## src/rtl/fifo_fc_param.sv

```systemverilog
// Parametrised FIFO with occupancy-counter full/empty, hysteresis almost_full flow control
// and a sticky, typed, clearable error state.
module fifo_fc_param #(
  parameter int unsigned AW = 3,
  parameter int unsigned DW = 8
) (
  input  logic          clk,
  input  logic          reset,
  input  logic [DW-1:0] data_in,
  input  logic          push,
  input  logic          pop,
  input  logic [AW:0]   umbral_af,
  input  logic [AW:0]   umbral_ae,
  input  logic          err_clr,
  output logic [DW-1:0] data_out,
  output logic          valid_out,
  output logic [AW:0]   count,
  output logic          fifo_empty,
  output logic          fifo_full,
  output logic          almost_full,
  output logic          error,
  output logic [1:0]    err_code
);

  localparam int unsigned DEPTH = 2 ** AW;
  localparam int unsigned CW    = AW + 1;

  typedef enum logic [1:0] {IDLE, ACTIVE, PAUSE, ERROR} state_t;

  state_t        state;
  state_t        fc_next;
  state_t        clr_state;
  logic [DW-1:0] mem [DEPTH];
  logic [AW-1:0] wr_ptr;
  logic [AW-1:0] rd_ptr;
  logic          in_op;
  logic          pop_acc;
  logic          push_acc;
  logic          overflow;
  logic          underflow;
  logic [CW-1:0] count_next;

  assign fifo_empty = (count == '0);
  assign fifo_full  = (count == CW'(DEPTH));

  // Acceptance, error detection and flow-control next state from the post-update occupancy
  always_comb begin
    in_op      = 1'b0;
    pop_acc    = 1'b0;
    push_acc   = 1'b0;
    overflow   = 1'b0;
    underflow  = 1'b0;
    count_next = count;
    fc_next    = state;
    clr_state  = ACTIVE;

    in_op      = (state != ERROR);
    pop_acc    = in_op && pop && !fifo_empty;
    push_acc   = in_op && push && (!fifo_full || pop_acc);
    overflow   = in_op && push && !push_acc;
    underflow  = in_op && pop && !pop_acc;
    count_next = count + CW'(push_acc) - CW'(pop_acc);

    case (state)
      IDLE:    if (count_next != '0) fc_next = ACTIVE;
      ACTIVE:  if (count_next == '0) fc_next = IDLE;
               else if (count_next >= umbral_af) fc_next = PAUSE;
      PAUSE:   if (count_next == '0) fc_next = IDLE;
               else if (count_next <= umbral_ae) fc_next = ACTIVE;
      default: fc_next = state;
    endcase

    // State rebuilt from the frozen occupancy when leaving ERROR
    if (count == '0)
      clr_state = IDLE;
    else if (count >= umbral_af)
      clr_state = PAUSE;
    else
      clr_state = ACTIVE;
  end

  // Storage array, no reset: contents are meaningless until written
  always_ff @(posedge clk) begin
    if (reset && push_acc)
      mem[wr_ptr] <= data_in;
  end

  // Pointers, occupancy, read port, flow-control FSM and error flags
  always_ff @(posedge clk) begin
    if (!reset) begin
      state       <= IDLE;
      wr_ptr      <= '0;
      rd_ptr      <= '0;
      count       <= '0;
      data_out    <= '0;
      valid_out   <= 1'b0;
      almost_full <= 1'b0;
      error       <= 1'b0;
      err_code    <= 2'b00;
    end else begin
      valid_out <= 1'b0;
      if (state == ERROR) begin
        if (err_clr) begin
          error       <= 1'b0;
          err_code    <= 2'b00;
          state       <= clr_state;
          almost_full <= (clr_state == PAUSE);
        end
      end else begin
        if (pop_acc) begin
          data_out  <= mem[rd_ptr];
          valid_out <= 1'b1;
          rd_ptr    <= rd_ptr + AW'(1);
        end
        if (push_acc)
          wr_ptr <= wr_ptr + AW'(1);
        count <= count_next;
        // Error wins over the flow-control transition; almost_full holds its value
        if (overflow || underflow) begin
          error    <= 1'b1;
          err_code <= {underflow, overflow};
          state    <= ERROR;
        end else begin
          state       <= fc_next;
          almost_full <= (fc_next == PAUSE);
        end
      end
    end
  end

endmodule

```

## config.mk

```make
export PLATFORM = sky130hd
export DESIGN_NAME = fifo_fc_param
export DESIGN_NICKNAME = d
export VERILOG_FILES = /design/src/rtl/fifo_fc_param.sv
export SDC_FILE = /design/constraint.sdc
export NUM_CORES = 1
export LEC_CHECK = 0
export CORE_UTILIZATION = 60
export CTS_CLUSTER_DIAMETER = 100
export DETAILED_ROUTE_END_ITERATION = 16
export PLACE_DENSITY = 0.84
export RECOVER_POWER = 50
export SLEW_MARGIN = 20
export SYNTH_ARGS = -nofsm -noshare
export SYNTH_HDL_FRONTEND = slang
export SYNTH_SLANG_ARGS = --single-unit
export TNS_END_PERCENT = 100
```

## constraint.sdc

```tcl
create_clock -name clk -period 5.9 [get_ports clk]
set_input_delay 1.18 -clock clk [delete_from_list [all_inputs] [get_ports clk]]
set_output_delay 1.18 -clock clk [all_outputs]
set_load 0.01 [all_outputs]
```

### Yosys cells after proc, flatten, opt, wreduce, memory -nomap -nowiden

Memories as Yosys holds them, arrays and structs flattened. A register that Yosys moved wholly into a read port is not among the register bits.
Index checks and enable logic that the tools add are counted.

* bitwise operators: 2
* eq/ne operators: 9
* $lt $le $gt $ge: 3
* reduce and logical (&&, ||, !) cells: 24
* multiplexer cells: 23
* add/subtract/negate cells: 4

Operators with widths (count)
* $mux W2: 13
* $mux W1: 9
* $eq A2 B2 Y1 const B: 4
* $ge A4 B4 Y1: 2
* $logic_not A4 Y1: 2
* $reduce_and A2 Y1: 4
* $logic_and A1 B1 Y1: 7
* $add A3 B1 Y3 const B: 2
* $ne A2 B2 Y1 const B: 3
* $pmux W2 S3: 1
* $logic_not A1 Y1: 5
* $add A4 B1 Y4: 1
* $eq A4 B4 Y1 const B: 1
* $le A4 B4 Y1: 1
* $reduce_bool A4 Y1: 1
* $sub A4 B1 Y4: 1
* $eq A2 B1 Y1 const B: 1
* $logic_not A2 Y1: 1
* $logic_or A1 B1 Y1: 2
* $not A1 Y1: 2
* $reduce_bool A2 Y1: 1
* $reduce_or A2 Y1: 1

* bits in registers: 17
* logic and storage cells: 74
* memory bits (writable): 64
* memories kept: 1
* output and inout bits: 19
* bits of input ports: 21

Memories
* mem: depth 8, bits a word 8, rd ports 1, clocked after Yosys merged registers in 1, wr ports 1, RTL line 33 `logic [DW-1:0] mem [DEPTH];`

### Longest topological paths before layout

* depth after elaboration: 14
* depth in mapped cells: 18
* gate-level depth less buffers: 18

### Worst setup path before layout

OpenSTA, ideal clock, no wires.

* path kind: input port to flip-flop
* start point: input pop
* end point: register almost_full
* stages: 11
* arrival: 3.763 ns
* setup slack: 2.013 ns
* library setup time: 0.124 ns
* data required time: 5.776 ns
* buffers on the path: 1
* cells stage by stage: and3_1 clkbuf_1 o21ai_1 ha_1 fa_1 ha_1 a21o_1 maj3_2 maj3_2 a221oi_2 nor3_1

* cells in the longest elaborated chain, start to end: 13
* elaborated cells between the ends (all ways): 26
* those cells by class: add/sub: 2; order compare: 2; eq/ne: 2; mux: 8; reduce/logical: 12

Ends and longest elaborated chain
* start: declaration: RTL line 11 `input logic pop,`
* $logic_and A1 B1 Y1 (*) (2 in a row): RTL line 58 `pop_acc = in_op && pop && !fifo_empty;`
* $logic_or A1 B1 Y1: RTL line 59 `push_acc = in_op && push && (!fifo_full || pop_acc);`
* $logic_and A1 B1 Y1: RTL line 59
* $add A4 B1 Y4: RTL line 62 `count_next = count + CW'(push_acc) - CW'(pop_acc);`
* $sub A4 B1 Y4 (*): RTL line 62
* net count_next[1]: RTL line 41 `logic [CW-1:0] count_next;`
* $le A4 B4 Y1 / $ge A4 B4 Y1 (equally long branches): RTL line 69, 67
* $mux W2, on equally long branches: RTL line 69, 67
* $mux W2, on equally long branches: RTL line 68, 66
* $pmux W2 S3 (*): RTL line 64 `case (state)`
* $eq A2 B2 Y1 (*): RTL line 125 `almost_full <= (fc_next == PAUSE);`
* $mux W1 (*): RTL line 119 `if (overflow || underflow) begin`
* $mux W1 (*): RTL line 102 `if (state == ERROR) begin`
* end signal: assignment: RTL line 107 `almost_full <= (clr_state == PAUSE);`
* end signal: assignment: RTL line 125
* end: declaration: RTL line 20 `output logic almost_full,`

The timed path passes the listed nets; every way through them passes the cells marked *. The select of a mux whose other input is x is not followed.
A chain may end at the register's enable or synchronous reset.

### Worst setup path after layout

Ends and elaborated chain as after synthesis.

==> impl_results.md <==
- Placed Cells: ~380
- Chip height: 82.39 um
- Ys async rst share: 0%
- Worst clock skew: 0.008466 ns
- Number of gates resized after CTS: 0
- Highest clock rate: 0.2171 GHz
- GR Overflow Total: 0
- FF+latch count, synth: between 80 and 90
- Port bufs: 39
- CP required: roughly 6.1 ns
- Longest Clk Path Bufs: 2
- Area growth, synth to finish: 17.75%
- Gr busiest metal: met2
- Gpl congestion: 0.7980
- Total CTS buffers: 9
- Met1 GRT Util: a little under a third
- Proportion of synthesized chip area in sequential cells: a little over three fifths
- Final Hold Fails: 0
- Root Driver: clkbuf_8
- Met3 Use GR: 7.253%
- EDFF count, synth: 64
- Top-count cell post-synth: edfxtp_1
- Worst vdd ir: 311.5 uV
- Final min period: between 4 and 5 ns
- Die footprint: 6788 um2
- Largest net degree at the start of global routing: 27
- Setup CP Type: in2reg
- WL final: 7600 um
- Antenna cells: 0
- First-pass GRT wire length: 11720 um
- Tightest Hold Check Type: reg2reg
- Avg Synthesized Cell Area: 14.26 um2
- Vias in the first global route: between 2000 and 2500
- Lkg Pwr: 1.628 nW
- Initial DRC count: 104
- Final setup TNS: 0 ns
- Worst skew pair latency: 0.36 ns
- Vias: 2392
- Share of layout cells above drive strength 1: 14.55%
- Final Cycle Share: ~80%
- Yosys top cell area share: 49.56%
- Setup Viol. Count Final: 0
- Cells after Synth: 272
- Max-cap violations: 0
- Yosys Warn Count: 0
- Cell variety after synth: 41
- Hold buffer count at cts: 0
- Largest area contributor in the netlist: edfxtp_1
- Max-slew violations: 0
- CTS tree: built
- DR pass1 iterations: 4
- Crit path arrival time: 4.82 ns
- HPWL after detailed placement: a little over 5000 um
- Setup bufs post-CTS: 0
- GRT Total Usage: 25.16%
- CTS sink count: 89
- H-tree depth: 3
- Core area: 6061 um2
- Routed Antenna Nets: 0
- Unrepaired setup endpoints after global routing: no
- Via density per instance: around 6
- Status: complete, no violations
- DRC viols: 0
- Rows: 28
- Drt wl/cell: 19.10 um
- Die Span X: 82.39 um
- Worst Tran Pin Value: between 0.9 and 1 ns
- Synth cell count leaders: edfxtp_1 (64), dfxtp_1 (25), nor2_1 (23)
- CP Launch Type: primary input
- Met2 Track Usage GR: 42.73%
- Final nets: 356
- Power density over cell area: 462.0 nW/um2
- Syn Nets: 310
- Initial cell density of the core: 63.98%
- Pwr Total: between 2 and 2.5 mW
- Critical path endpoint category: register
- Slew HR: 35.24%
- IO Pins: 40
- Dominant synthesized flop cell: edfxtp_1
- Top fanout value on the critical path: 12
- Synthesized area: ~3900 um2
- Fin cells: 398
- Initial antenna violation count: 0
- Clock slew at reported path FFs: 0.09 ns
- Top post-synthesis cells by area: edfxtp_1 (50%), dfxtp_1 (13%), mux4_2 (9.3%)
-- sequential cells by signal, indices dropped and copies added (netlist names) --
signal	count
error	1
count	4
valid_out	1
almost_full	1
wr_ptr	3
rd_ptr	3
data_out	8
err_code	2
mem	64
state	2
-- routing by layer --
metal	routed length, um	vias to the layer above	share of wire (%)
met5	0	-	0
met2	3988	100	52
li1	-	1125	-
met1	3010	1153	40
met3	460	14	6.1
met4	140	0	1.8
-- worst max-delay path, cell delays in order --
cell	delay, ns
dlygate4sd3_1	0.62
and3_1	0.47
nand2b_1	0.21
o21ai_1	0.16
ha_1	0.24
fa_1	0.50
ha_1	0.31
a21o_1	0.16
maj3_2	0.30
maj3_2	0.32
a221oi_2	0.27
nor3_1	0.08
-- kinds of logic after synthesis --
family | synth area share (%)
and+or+nand+nor | 8.583
muxes | 11.36
buffers and inverters | 2.743
DFF | 62.47
AOI/OAI and AO/OA | 7.034
xor gates and xnor gates | 1.549
adders and majority gates | 6.260
-- cell usage in the layout, fill, tap and decap left out, types with 2 or more instances in the layout --
master and instances:
ha_1 16, nor3_1 6, dlygate4sd3_1 20, nor2b_1 2, xor2_1 3, nand2b_1 5
a21o_1 4, a31oi_1 3, buf_4 5, clkbuf_8 9, inv_6 4, nand2_1 18
xnor2_1 2, mux4_2 16, a21oi_1 11, a211oi_1 10, and3_1 2, mux2i_1 8
and2_1 2, nor2_1 23, inv_1 12, maj3_2 2, o21ai_1 2, dfxtp_1 25
clkdlybuf4s50_1 19, edfxtp_1 64, inv_2 2, o21ai_0 2, nand3_1 9
-- power breakdown --
part | internal, mW | switching, mW | total (mW) | leakage (nW)
registers | 0.741 | 0.0793 | 0.820 | 0.784
logic | 0.423 | 0.423 | 0.846 | 0.734
clock network | 0.208 | 0.235 | 0.444 | 0.110
total | 1.37 | 0.738 | 2.11 | 1.63
-- area by class of cell --
| type | instances | area (um2) |
|---|---|---|
| Multi-Input combinational cell | 159 | 1349 |
| Clock buffer | 9 | 123.9 |
| Fill cell | 401 | 1495 |
| Timing Repair Buffer | 45 | 431.7 |
| Inverter | 14 | 52.55 |
| Clock inverter | 7 | 92.59 |
| Tap cell | 75 | 93.84 |
| Sequential cell | 89 | 2422 |
-- final timing paths --
check                                  from          end  slack [ns]  depth (start not counted)
worst max-delay path                    pop  almost_full        1.29                         12
worst min-delay path            err_code[0]  err_code[0]        0.48                          2
worst max register to register     count[2]  almost_full        1.76                         14
worst min register to register  err_code[0]  err_code[0]        0.48                          2
-- stage by stage --
step	utilization (%)	cell area (um2)	setup slack, ns	hold slack, ns
final	75.33	4566	1.295	0.4753
after detailed placement	71.82	4353	1.150	0.4655
after floorplan	-	3877	2.013	0.4618
after global routing	75.33	4566	1.174	0.5087
after CTS	75.39	4569	1.419	0.4782
after global placement	71.82	4353	1.259	0.4569
Power figures use the tool's default switching activity.
